--- config.mk ---
export PLATFORM = sky130hd
export DESIGN_NAME = idct8_mac
export DESIGN_NICKNAME = d
export VERILOG_FILES = /design/src/rtl/idct8_mac.sv
export SDC_FILE = /design/constraint.sdc
export NUM_CORES = 1
export LEC_CHECK = 0
export BUFFER_PORTS_ARGS = -buffer_cell sky130_fd_sc_hd__clkbuf_2
export CORE_UTILIZATION = 70
export DETAILED_ROUTE_END_ITERATION = 8
export PLACE_DENSITY = 0.85
export SLEW_MARGIN = 40
export SYNTH_ARGS = -nofsm -noshare
export SYNTH_HDL_FRONTEND = slang
export SYNTH_SLANG_ARGS = --single-unit
--- constraint.sdc ---
create_clock -name i_clk -period 24.9 [get_ports i_clk]
set_input_delay 1.245 -clock i_clk [delete_from_list [all_inputs] [get_ports i_clk]]
set_output_delay 1.245 -clock i_clk [all_outputs]
set_load 0.05 [all_outputs]
--- src/rtl/idct8_mac.sv ---
// 8-point forward/inverse DCT on a single shared multiplier.
// Loads a block of 8 samples, then computes and presents the 8 results in turn.
module idct8_mac #(
  parameter int IN_W   = 12,
  parameter int OUT_W  = 9,
  parameter int COEF_W = 10,
  parameter int SHIFT  = 9
) (
  input  logic              i_clk,
  input  logic              i_arstn,
  input  logic              i_mode,
  input  logic              i_valid,
  input  logic [IN_W-1:0]   i_data,
  output logic              o_ready,
  output logic              o_valid,
  output logic [OUT_W-1:0]  o_data,
  output logic [2:0]        o_index,
  output logic              o_last,
  input  logic              i_ready
);

  localparam int ACC_W  = IN_W + COEF_W + 3;
  localparam int PROD_W = IN_W + COEF_W;
  localparam logic signed [ACC_W-1:0] RND     = ACC_W'(1) <<< (SHIFT - 1);
  localparam logic signed [ACC_W-1:0] SAT_MAX = (ACC_W'(1) <<< (OUT_W - 1)) - ACC_W'(1);
  localparam logic signed [ACC_W-1:0] SAT_MIN = -SAT_MAX - ACC_W'(1);

  typedef enum logic [1:0] {
    S_LOAD = 2'd0,
    S_MAC  = 2'd1,
    S_OUT  = 2'd2
  } state_t;

  state_t                    r_state;
  state_t                    w_next;
  logic [2:0]                r_load_cnt;
  logic [3:0]                r_k;
  logic [2:0]                r_n;
  logic                      r_mode;
  logic signed [IN_W-1:0]    r_buf [8];
  logic signed [PROD_W-1:0]  r_prod;
  logic signed [ACC_W-1:0]   r_acc;
  logic                      r_ready;
  logic                      r_valid;
  logic [OUT_W-1:0]          r_data;
  logic [2:0]                r_index;
  logic                      r_last;

  logic                      w_accept;
  logic                      w_handshake;
  logic [2:0]                w_row;
  logic [2:0]                w_col;
  logic signed [COEF_W-1:0]  w_coef;
  logic signed [IN_W-1:0]    w_samp;
  logic signed [PROD_W-1:0]  w_prod;
  logic signed [ACC_W-1:0]   w_sum;
  logic signed [ACC_W-1:0]   w_rnd;
  logic signed [ACC_W-1:0]   w_shift;
  logic [OUT_W-1:0]          w_sat;

  // Q8 cosine: angle (2r+1)c*pi/16 folded into the first quadrant (index 0..8).
  function automatic logic signed [COEF_W-1:0] cos_coef(input logic [2:0] r, input logic [2:0] c);
    logic [4:0] m;
    logic [4:0] f1;
    logic [4:0] f2;
    logic       neg;
    logic [8:0] mag;
    logic signed [COEF_W-1:0] val;
    m   = {1'b0, r, 1'b1} * {2'b00, c};
    f1  = (m > 5'd16) ? (5'd0 - m) : m;
    neg = (f1 > 5'd8);
    f2  = neg ? (5'd16 - f1) : f1;
    case (f2)
      5'd0:    mag = 9'd256;
      5'd1:    mag = 9'd251;
      5'd2:    mag = 9'd237;
      5'd3:    mag = 9'd213;
      5'd4:    mag = 9'd181;
      5'd5:    mag = 9'd142;
      5'd6:    mag = 9'd98;
      5'd7:    mag = 9'd50;
      default: mag = 9'd0;
    endcase
    if (c == 3'd0) mag = 9'd181;
    val = COEF_W'({1'b0, mag});
    if (neg) val = -val;
    return val;
  endfunction

  assign w_accept    = (r_state == S_LOAD) && r_ready && i_valid;
  assign w_handshake = (r_state == S_OUT) && r_valid && i_ready;
  assign w_row       = r_mode ? r_k[2:0] : r_n;
  assign w_col       = r_mode ? r_n : r_k[2:0];
  assign w_coef      = cos_coef(w_row, w_col);
  assign w_samp      = r_buf[r_k[2:0]];
  assign w_prod      = PROD_W'(w_coef) * PROD_W'(w_samp);
  // Product is registered, so the sum completes one cycle after the last product.
  assign w_sum       = r_acc + ACC_W'(r_prod);
  assign w_rnd       = w_sum + RND;
  assign w_shift     = w_rnd >>> SHIFT;

  // Clamp the rounded sum to the output range.
  always_comb begin
    if (w_shift > SAT_MAX) begin
      w_sat = SAT_MAX[OUT_W-1:0];
    end else if (w_shift < SAT_MIN) begin
      w_sat = SAT_MIN[OUT_W-1:0];
    end else begin
      w_sat = w_shift[OUT_W-1:0];
    end
  end

  // Next-state decode.
  always_comb begin
    w_next = r_state;
    case (r_state)
      S_LOAD: begin
        if (w_accept && (r_load_cnt == 3'd7)) w_next = S_MAC;
        else                                  w_next = S_LOAD;
      end
      S_MAC: begin
        if (r_k == 4'd8) w_next = S_OUT;
        else             w_next = S_MAC;
      end
      S_OUT: begin
        if (w_handshake) w_next = (r_n == 3'd7) ? S_LOAD : S_MAC;
        else             w_next = S_OUT;
      end
      default: w_next = S_LOAD;
    endcase
  end

  // State register, sample buffer, MAC datapath and registered outputs.
  always_ff @(posedge i_clk or negedge i_arstn) begin
    if (!i_arstn) begin
      r_state    <= S_LOAD;
      r_load_cnt <= 3'd0;
      r_k        <= 4'd0;
      r_n        <= 3'd0;
      r_mode     <= 1'b0;
      r_prod     <= {PROD_W{1'b0}};
      r_acc      <= {ACC_W{1'b0}};
      r_ready    <= 1'b0;
      r_valid    <= 1'b0;
      r_data     <= {OUT_W{1'b0}};
      r_index    <= 3'd0;
      r_last     <= 1'b0;
      for (int i = 0; i < 8; i++) r_buf[i] <= {IN_W{1'b0}};
    end else begin
      r_state <= w_next;
      r_ready <= (w_next == S_LOAD);
      case (r_state)
        S_LOAD: begin
          if (w_accept) begin
            r_buf[r_load_cnt] <= $signed(i_data);
            r_load_cnt        <= r_load_cnt + 3'd1;
            if (r_load_cnt == 3'd0) r_mode <= i_mode;
            if (r_load_cnt == 3'd7) begin
              r_n    <= 3'd0;
              r_k    <= 4'd0;
              r_acc  <= {ACC_W{1'b0}};
              r_prod <= {PROD_W{1'b0}};
            end
          end
        end
        S_MAC: begin
          r_k    <= r_k + 4'd1;
          r_acc  <= w_sum;
          r_prod <= w_prod;
          if (r_k == 4'd8) begin
            r_valid <= 1'b1;
            r_data  <= w_sat;
            r_index <= r_n;
            r_last  <= (r_n == 3'd7);
          end
        end
        S_OUT: begin
          if (w_handshake) begin
            r_valid <= 1'b0;
            if (r_n != 3'd7) begin
              r_n    <= r_n + 3'd1;
              r_k    <= 4'd0;
              r_acc  <= {ACC_W{1'b0}};
              r_prod <= {PROD_W{1'b0}};
            end
          end
        end
        default: r_k <= 4'd0;
      endcase
    end
  end

  assign o_ready = r_ready;
  assign o_valid = r_valid;
  assign o_data  = r_data;
  assign o_index = r_index;
  assign o_last  = r_last;

endmodule

==> reports/qor.yml, run 1 <==
outcome:
  status: "finished, final reports clean"
routing:
  routed_wl_mm: 32.5
  wl_per_cell_microns: 18.8
  vias: 10800
  drt_iter0_markers: 729
  vias_per_cell: 6.23
  ant_nets: 0
  drc: 0
  dr.pass1.iters: 5
clocking:
  path_clk_slew_ns: 0.07
  postCtsHoldBufs: 0
  numCtsBuffers: 17
  htreeDepth: 4
  cts-resized-gates: 0
  clkSinkCount: 171
  clk_latency_ns: 0.44
  root_buffer: "clkbuf_16"
  clockBufferDepth: 2
  cts_tree: "done"
  cts_setup_buffers: 0
yosys:
  synth_seq_cells: 171
  yosys.cell_types.count: 80
  synthCells: 1429
  synth_flop_cell: "dfrtp_1"
  synth_area_sq_um: 14600
  synth_nets: 1647
  async_flop_share: 1.00
  yosysTopAreaCellShare: 0.294
  yosysSeqAreaShare: 0.294
  yosysWarnings: 0
  syn_area_per_cell_sq_um: 10.2
  yosysTopAreaCell: "dfrtp_1"
  synth_area_leaders: "dfrtp_1 29%, fa_1 15%, mux2_2 9.1%"
  synth-edff-count: 0
final_layout:
  area_growth_pct: 7.58
  diodes: 0
  drive_gt1_frac: 0.184
  finalNetCount: 1663
timing:
  holdWs_ns: 0.489
  period_share: 0.480
  finalHoldViolCount: 0
  rsz0062_at_grt: "false"
  period_needed_ns: 11.96
  fmax_ghz: 0.0836
  relSlewSlack: 0.475
  worst_slew_pin_slew_ns: 0.772
  fin_tns_setup_ns: 0
  slew_violations: 0
  fin_skew_ns: 0.00918
  finalSetupViolations: 0
critical_path:
  rrSetupSlack_ns: 12.94
  cp_common_cell: "fa_1"
  crit_slowest_cell: "fa_1"
  worstSetupStartpoint: "r_k[1]"
  endpoint_kind: "flip-flop"
  crit_path_start_kind: "flip-flop"
  crit_path_max_fanout: 31
  r2r_start: "r_k[1]"
  r2r_cells: 44
  arrival_ns: 12.27
  crit_end: "r_prod[19]"
  r2r-end: "r_prod[19]"
  critPathMaxStageDelay_ns: 0.55
  crit_type: "flip-flop to flip-flop"
  required_ns: 25.21
global_route:
  grt_usage: 0.325
  grt_max_degree: 93
  grt_pass1_wl_mm: 54.9
  antenna_found_initial: 0
  grt_pass1_vias: 11400
  grt_overflow: 0
floorplan:
  fp.dieW_microns: 146
  initial_core_util: 0.717
  io_pins: 32
  fp-row-count: 52
  core_sq_um: 20300
  die_h_microns: 146
  dieArea_sq_um: 21400
placement:
  dp_hpwl_mm: 23.0
  io_buffer_count: 31
  gp_congestion: 0.909
run:
  cap_viol_max_count: 0
worst_hold_path:
  hold_path_class: "flip-flop to flip-flop"
  hold_start: "o_data[8]"
==> worst min path at each step <==
stage | to | cells past startpoint
2_1_floorplan | r_acc[14] | 2
3_3_place_gp | o_data[8] | 2
3_5_place_dp | o_data[8] | 2
4_1_cts | o_data[8] | 2
5_1_grt | r_buf[7] | 1
6_report | o_data[8] | 2
==> per-layer routing <==
metal	wire (microns)	GRT usage	vias to the layer above
li1	-	-	4911
met1	13000	0.396	5397
met2	16800	0.573	359
met3	1630	0.0494	100
met4	1120	0.142	0
met5	0	0	-
==> registers in the layout, summed over array words and instances (netlist names), 2 cells and up <==
signal,cells
r_buf,96
o_data,9
o_index,3
r_load_cnt,3
r_acc,25
r_k,4
r_n,3
r_state,2
r_prod,22
==> layout make-up <==
type                    count  area, sq um
inverters                 174          653
well taps                 270          338
fillers                  1294         4640
clock buffers              18          429
flip-flops and latches    171         4280
clock inverters            14          176
multi-input cells        1029         9450
repair buffers             52          325
==> worst max-delay path, delay by kind of cell, from the launching register on <==
kind                       cells  cell delay, ns
buffers and inverters          6            0.67
muxes                          1            0.36
xor gates and xnor gates       3            0.86
AOI/OAI and AO/OA             18            4.03
adders and majority gates     11            4.45
DFF                            1            0.33
and+or+nand+nor                5            1.11
==> cell families (layout without fill, tap and decap cells) <==
group | after synthesis | in the layout | synth area share
fa+ha+maj | 201 | 201 | 0.231
simple gates | 382 | 382 | 0.132
buf+inv | 229 | 258 | 0.0609
mux | 152 | 152 | 0.136
flops | 171 | 171 | 0.294
xor+xnor | 50 | 50 | 0.0310
compound gates | 244 | 244 | 0.116
==> cells in the mapped netlist, types with 25 or more instances <==
cell and count:
a21oi_1 50, clkbuf_1 34, dfrtp_1 171, fa_1 112
ha_1 89, inv_1 173, mux2_2 117, nand2_1 131
nand2b_1 25, nor2_1 66, nor2b_1 33, nor3_1 25
o21ai_0 57, xnor2_1 32
==> metrics by stage <==
stage               std cells   util  worst slack, ns  instance area (sq um)
finish                   1728  0.771            12.94                  15700
global route             1728  0.771            11.89                  15700
CTS                      1725  0.769            12.82                  15600
detailed placement       1693  0.739            12.86                  15000
global placement         1692  0.737            13.28                  15000
floorplan                1429      -            13.75                  14600
==> placed cells by master (no fill, tap or decap), types with 31 or more instances in the layout <==
cell and instances:
a21oi_1 50, nand2_1 131, dfrtp_1 170, nor2b_1 32
o21ai_0 57, fa_1 112, xnor2_1 31, inv_1 173
mux2_2 117, nor2_1 66, ha_1 89
Power of run 1 is left out: the tool's default activity adds up to more than one toggle a clock period on the data nets, which glitch-free logic cannot reach.
==> run 2: changes to the inputs <==
--- a/config.mk
+++ b/config.mk
@@ -5,10 +5,11 @@
 export SDC_FILE = /design/constraint.sdc
 export NUM_CORES = 1
 export LEC_CHECK = 0
+export ABC_AREA = 1
 export BUFFER_PORTS_ARGS = -buffer_cell sky130_fd_sc_hd__clkbuf_2
-export CORE_UTILIZATION = 70
+export CORE_UTILIZATION = 59
 export DETAILED_ROUTE_END_ITERATION = 8
-export PLACE_DENSITY = 0.85
+export PLACE_DENSITY = 0.76
 export SLEW_MARGIN = 40
 export SYNTH_ARGS = -nofsm -noshare
 export SYNTH_HDL_FRONTEND = slang
==> constraint.sdc (replaced) <==
create_clock -name i_clk -period 10.7 [get_ports i_clk]
set_input_delay 0.535 -clock i_clk [delete_from_list [all_inputs] [get_ports i_clk]]
set_output_delay 0.535 -clock i_clk [all_outputs]
set_load 0.05 [all_outputs]
==> run 2 against run 1 <==
  * Flip-flop and latch count stayed put
  * Sequential share of layout area is 0.66 points lower
  * Critical path depth grew 13
  * Synthesized cell count is 37% higher
  * Critical path type unchanged
  * Critical endpoint unchanged
==> reports/qor.yml, run 2 <==
outcome:
  status: "finished, final reports clean"  # unchanged
placement:
  placed_area_sq_um: 15200  # was 15,000 sq um
  dp_hpwl_mm: 29.0  # was 23.0 mm
  io_buffer_count: 31  # unchanged
  gp_congestion: 0.975  # was 0.909
clocking:
  htreeDepth: 4  # unchanged
  clockBufferDepth: 2  # unchanged
  cts_tree: "done"  # unchanged
  clkSinkCount: 171  # unchanged
  numCtsBuffers: 17  # unchanged
  path_clk_slew_ns: 0.09  # was 0.07 ns
  clk_latency_ns: 0.44  # about the same
  root_buffer: "clkbuf_16"  # unchanged
yosys:
  yosys.cell_types.count: 46  # was 80
  synth_most_common_cell: "nand2_1"  # was inv_1
  yosysSeqAreaShare: 0.290  # was 0.294
  yosysWarnings: 0  # unchanged
  syn_area_per_cell_sq_um: 7.55  # was 10.2 sq um
  synth_area_sq_um: 14800  # was 14,600 sq um
  yosysTopAreaCellShare: 0.290  # was 0.294
  synth_seq_cells: 171  # unchanged
  synth_commonest_cells: "576 x nand2_1, 279 x inv_1, 171 x dfrtp_1, 171 x o21ai_0, 122 x nor2_1"  # was 173 x inv_1, 171 x dfrtp_1, 131 x nand2_1, 117 x mux2_2, 112 x fa_1
  yosysTopAreaCell: "dfrtp_1"  # unchanged
  async_flop_share: 1.00  # unchanged
  synth_nets: 2172  # was 1,647
  synth_flop_cell: "dfrtp_1"  # unchanged
  synth-edff-count: 0  # unchanged
  synthCells: 1954  # was 1,429
  synth_area_leaders: "dfrtp_1 29%, fa_1 15%, nand2_1 15%"  # was dfrtp_1 29%, fa_1 15%, mux2_2 9.1%
floorplan:
  core_sq_um: 24500  # was 20,300 sq um
  initial_core_util: 0.603  # was 0.717
  io_pins: 32  # unchanged
  fp-row-count: 57  # was 52
  die_h_microns: 160  # was 146 microns
  dieArea_sq_um: 25700  # was 21,400 sq um
  fp.dieW_microns: 160  # was 146 microns
timing:
  period_share: 0.937  # was 0.480
  finalHoldViolCount: 0  # unchanged
  finalSetupViolations: 0  # unchanged
  fmax_ghz: 0.0998  # was 0.0836 GHz
  holdWs_ns: 0.127  # was 0.489 ns
  fin_skew_ns: 0.0178  # was 0.00918 ns
  relSlewSlack: 0.449  # was 0.475
  worst_slew_pin_slew_ns: 0.824  # was 0.772 ns
  period_needed_ns: 10.02  # was 11.96 ns
  slew_violations: 0  # unchanged
global_route:
  grt_max_degree: 90  # was 93
  grt_overflow: 0  # unchanged
  grt_pass1_vias: 12700  # was 11,400
  grt_usage: 0.315  # was 0.325
  grt_pass1_wl_mm: 64.1  # was 54.9 mm
  antenna_found_initial: 0  # unchanged
routing:
  routed_wl_mm: 38.7  # was 32.5 mm
  drt_iter0_markers: 1147  # was 729
  drc: 0  # unchanged
  ant_nets: 0  # unchanged
  dr.pass1.iters: 6  # was 5
  wl_per_cell_microns: 16.8  # was 18.8 microns
  vias_per_cell: 5.67  # was 6.23
  vias: 13100  # was 10,800
critical_path:
  crit_slowest_cell: "fa_1"  # unchanged
  arrival_ns: 10.37  # was 12.27 ns
  crit_type: "flip-flop to flip-flop"  # unchanged
  rrSetupSlack_ns: 0.68  # was 12.94 ns
  cp.depth: 57  # was 44
  cp_common_cell: "nand2_1"  # was fa_1
  crit_path_start_kind: "flip-flop"  # unchanged
  r2r_cells: 57  # was 44
  cp_top_family: "adder cells"  # unchanged
  r2r_start: "r_mode"  # was r_k[1]
  crit_path_max_fanout: 9  # was 31
  worst-path-buf-inv: 10  # was 6
  required_ns: 11.05  # was 25.21 ns
  endpoint_kind: "flip-flop"  # unchanged
  critPathMaxStageDelay_ns: 0.54  # was 0.55 ns
  r2r-end: "r_prod[19]"  # unchanged
final_layout:
  largest_register_ffs: 96  # unchanged
  drive_gt1_frac: 0.0815  # was 0.184
  diodes: 0  # unchanged
  area_growth_pct: 8.74  # was 7.58%
  largest-register: "r_buf"  # unchanged
  seq_area_sq_um: 4280  # about the same
  multi_input_area_sq_um: 9250  # was 9450 sq um
  finalNetCount: 2192  # was 1,663
  fill_cells: 2140  # was 1,294
  stdcell_area_sq_um: 16000  # was 15,700 sq um
  final_cell_mix: "568 x nand2_1, 279 x inv_1, 170 x o21ai_0, 169 x dfrtp_1, 119 x nor2_1"  # was 173 x inv_1, 170 x dfrtp_1, 131 x nand2_1, 117 x mux2_2, 112 x fa_1
  reg_top3: "r_buf (96), r_acc (25), r_prod (22)"  # unchanged
  final_common_cell: "nand2_1"  # was inv_1
worst_hold_path:
  hold_path_class: "input pin to asynchronous set/reset pin"  # was flip-flop to flip-flop
run:
  cap_viol_max_count: 0  # unchanged
[run 2: how the worst max path moves through the flow]
stage               startpoint          to
detailed placement      r_mode  r_prod[19]
floorplan               r_k[0]  r_prod[19]
global route            r_mode  r_prod[19]
CTS                     r_mode  r_prod[19]
finish                  r_mode  r_prod[19]
global placement        r_mode  r_prod[21]
[run 2: logic make-up after synthesis]
group,count (synthesis),share of synthesized area
xor gates and xnor gates,32,0.0190
AOI/OAI and AO/OA,329,0.126
adders and majority gates,201,0.227
DFF,171,0.290
buffers and inverters,346,0.0897
and+or+nand+nor,875,0.248
[run 2: timing repair]
item / 4_1_cts / 5_1_grt
hold buffers: 0 / 0
buffers inserted: 0 / 9
endpoints found under the setup margin: 0 / 10
resized for setup: 0 / 25
[run 2: layer usage]
| metal | part of all wire | track usage | up-vias |
|---|---|---|---|
| met3 | 0.057 | 0.0374 | 81 |
| met2 | 0.48 | 0.522 | 450 |
| met4 | 0.030 | 0.113 | 0 |
| li1 | - | - | 6284 |
| met1 | 0.44 | 0.426 | 6296 |
| met5 | 0 | 0 | - |
[run 2: cell type report]
type | instances | area share
clock buffers | 17 | 0.0265
flip-flops and latches | 171 | 0.267
clock inverters | 15 | 0.0132
repair buffers | 53 | 0.0225
inverters | 294 | 0.0693
multi-input cells | 1437 | 0.576
well taps | 324 | 0.0253
[run 2: through the flow]
step | TNS, ns | utilization | setup slack, ns | instances
floorplan | 0 | - | 1.36 | 1954
global placement | 0 | 0.621 | 0.665 | 2266
detailed placement | 0 | 0.623 | 0.297 | 2270
CTS | 0 | 0.649 | 0.215 | 2302
global route | -0.0384 | 0.656 | -0.0384 | 2311
finish | 0 | 0.656 | 0.679 | 2311
Power of run 2 is left out for the same reason.
==> run 3: changes to the inputs <==
--- a/config.mk
+++ b/config.mk
@@ -7,9 +7,9 @@
 export LEC_CHECK = 0
 export ABC_AREA = 1
 export BUFFER_PORTS_ARGS = -buffer_cell sky130_fd_sc_hd__clkbuf_2
-export CORE_UTILIZATION = 59
+export CORE_UTILIZATION = 70
 export DETAILED_ROUTE_END_ITERATION = 8
-export PLACE_DENSITY = 0.76
+export PLACE_DENSITY = 0.85
 export SLEW_MARGIN = 40
 export SYNTH_ARGS = -nofsm -noshare
 export SYNTH_HDL_FRONTEND = slang
==> constraint.sdc (replaced) <==
create_clock -name i_clk -period 12.8 [get_ports i_clk]
set_input_delay 0.64 -clock i_clk [delete_from_list [all_inputs] [get_ports i_clk]]
set_output_delay 0.64 -clock i_clk [all_outputs]
set_load 0.05 [all_outputs]
==> run 3 against run 2 <==
  * Via count is 0.93% higher
  * Worst setup slack better by 0.96 ns
  * Critical endpoint is now r_prod[20]
  * Sequential share of layout area is 0.36 points higher
  * Count of clock-buffer cells in the layout stayed put
  * Core utilization is 12 points higher
  * Critical path depth is 3 lower
  * Register-to-register slack better by 0.96 ns
==> reports/qor.yml, run 3 (synthesis gave the netlist of run 2 again) <==
routing:
  dr.pass1.iters: 8  # was 6
  vias_per_cell: 5.89  # was 5.67
  drt_iter0_markers: 1178  # was 1,147
  wl_per_cell_microns: 16.6  # was 16.8 microns
  vias: 13200  # was 13,100
  drc: 0  # unchanged
  ant_nets: 0  # unchanged
  routed_wl_mm: 37.3  # was 38.7 mm
clocking:
  clkSinkCount: 171  # unchanged
  cts-resized-gates: 0  # unchanged
  path_clk_slew_ns: 0.09  # about the same
  cts_setup_buffers: 0  # unchanged
  postCtsHoldBufs: 0  # unchanged
  root_buffer: "clkbuf_16"  # unchanged
  htreeDepth: 4  # unchanged
  numCtsBuffers: 17  # unchanged
  cts_tree: "done"  # unchanged
  clk_latency_ns: 0.45  # was 0.44 ns
  clockBufferDepth: 2  # unchanged
timing:
  fmax_ghz: 0.0896  # was 0.0998 GHz
  finalSetupViolations: 0  # unchanged
  period_share: 0.872  # was 0.937
  fin_tns_setup_ns: 0  # unchanged
  relSlewSlack: 0.475  # was 0.449
  period_needed_ns: 11.17  # was 10.02 ns
  worst_slew_pin_slew_ns: 0.784  # was 0.824 ns
  rsz0062_at_grt: "false"
  fin_skew_ns: 0.0184  # was 0.0178 ns
  slew_violations: 0  # unchanged
  holdWs_ns: 0.252  # was 0.127 ns
  finalHoldViolCount: 0  # unchanged
critical_path:
  r2r_cells: 54  # was 57
  required_ns: 13.12  # was 11.05 ns
  crit_path_max_fanout: 51  # was 9
  rrSetupSlack_ns: 1.63  # was 0.68 ns
  arrival_ns: 11.49  # was 10.37 ns
  crit_path_start_kind: "flip-flop"  # unchanged
  crit_slowest_cell: "clkinv_2"  # was fa_1
  critPathMaxStageDelay_ns: 0.59  # was 0.54 ns
  endpoint_kind: "flip-flop"  # unchanged
  crit_type: "flip-flop to flip-flop"  # unchanged
  cp_common_cell: "nand2_1"  # unchanged
  r2r-end: "r_prod[20]"  # was r_prod[19]
  r2r_start: "r_k[1]"  # was r_mode
final_layout:
  finalNetCount: 2180  # was 2,192
  final_cell_mix: "575 x nand2_1, 279 x inv_1, 171 x dfrtp_1, 170 x o21ai_0, 122 x nor2_1"  # was 568 x nand2_1, 279 x inv_1, 170 x o21ai_0, 169 x dfrtp_1, 119 x nor2_1
  largest-register: "r_buf"  # unchanged
  fill_cells: 1521  # was 2,140
  diodes: 0  # unchanged
  largest_register_ffs: 96  # unchanged
  stdcell_area_sq_um: 15800  # was 16,000 sq um
  drive_gt1_frac: 0.0694  # was 0.0815
  final_common_cell: "nand2_1"  # unchanged
  area_growth_pct: 7.23  # was 8.74%
  reg_top3: "r_buf (96), r_acc (25), r_prod (22)"  # unchanged
floorplan:
  core_sq_um: 20400  # was 24,500 sq um
  initial_core_util: 0.722  # was 0.603
  fp.dieW_microns: 147  # was 160 microns
  dieArea_sq_um: 21700  # was 25,700 sq um
  io_pins: 32  # unchanged
  die_h_microns: 147  # was 160 microns
  fp-row-count: 52  # was 57
global_route:
  grt_usage: 0.367  # was 0.315
  antenna_found_initial: 0  # unchanged
  grt_pass1_wl_mm: 63.1  # was 64.1 mm
  grt_overflow: 0  # unchanged
  grt_pass1_vias: 13000  # was 12,700
  grt_max_degree: 95  # was 90
placement:
  dp_hpwl_mm: 28.2  # was 29.0 mm
  io_buffer_count: 31  # unchanged
  gp_congestion: 0.972  # was 0.975
  placed_area_sq_um: 15200  # about the same
run:
  cap_viol_max_count: 0  # unchanged
outcome:
  status: "finished, final reports clean"  # unchanged
worst_hold_path:
  hold_path_class: "input pin to asynchronous set/reset pin"  # unchanged
run 3: cell types whose count changed in the layout (fill, tap and decap cells not counted), moves of 2 or more:
cell / before / now
buf_12: 2 / 0
buf_4: 18 / 6
clkinv_2: 0 / 2
dfrtp_1: 169 / 171
dfrtp_2: 2 / 0
nand2_1: 568 / 575
nand2_2: 20 / 14
nor2_1: 119 / 122
nor2_2: 18 / 15
o21ai_2: 1 / 3
run 3: area by class of cell:
type                    instances  area, sq um  area share
clock buffers                  17          425      0.0269
repair buffers                 41          270      0.0171
flip-flops and latches        171         4280       0.270
inverters                     294         1110      0.0700
multi-input cells            1437         9190       0.581
clock inverters                15          211      0.0134
well taps                     270          338      0.0213
run 3: layer usage:
layer | GRT usage | wire, microns | up-vias | share of wire
li1 | - | - | 6273 | -
met1 | 0.506 | 16100 | 6297 | 0.43
met2 | 0.587 | 17300 | 558 | 0.46
met3 | 0.0537 | 2770 | 105 | 0.074
met4 | 0.144 | 1150 | 0 | 0.031
met5 | 0 | 0 | - | 0
run 3: how the worst max path moves through the flow:
stage                       from         end  slack, ns
after floorplan           r_k[0]  r_prod[19]       3.46
after global placement    r_k[0]  r_prod[20]       1.90
after detailed placement  r_k[0]  r_prod[19]       1.59
after CTS                 r_k[0]  r_prod[19]       1.53
after global routing      r_k[0]  r_prod[19]       0.74
final                     r_k[1]  r_prod[20]       1.63
run 3: through the flow:
stage	setup WS, ns	util	std cells
after floorplan	3.46	-	1954
after global placement	1.90	0.738	2207
after detailed placement	1.59	0.743	2213
after CTS	1.53	0.774	2245
after global routing	0.744	0.775	2245
final	1.63	0.775	2245
run 3: worst max-delay path, delay by kind of cell (launching register included):
kind,cells,cell delay (ns)
AND/OR/NAND/NOR,28,3.80
buffers and inverters,8,0.99
adder cells (fa/ha/maj),11,4.55
AO/OA/AOI/OAI,7,1.26
flip-flops,1,0.46
Power of run 3 is left out for the same reason.
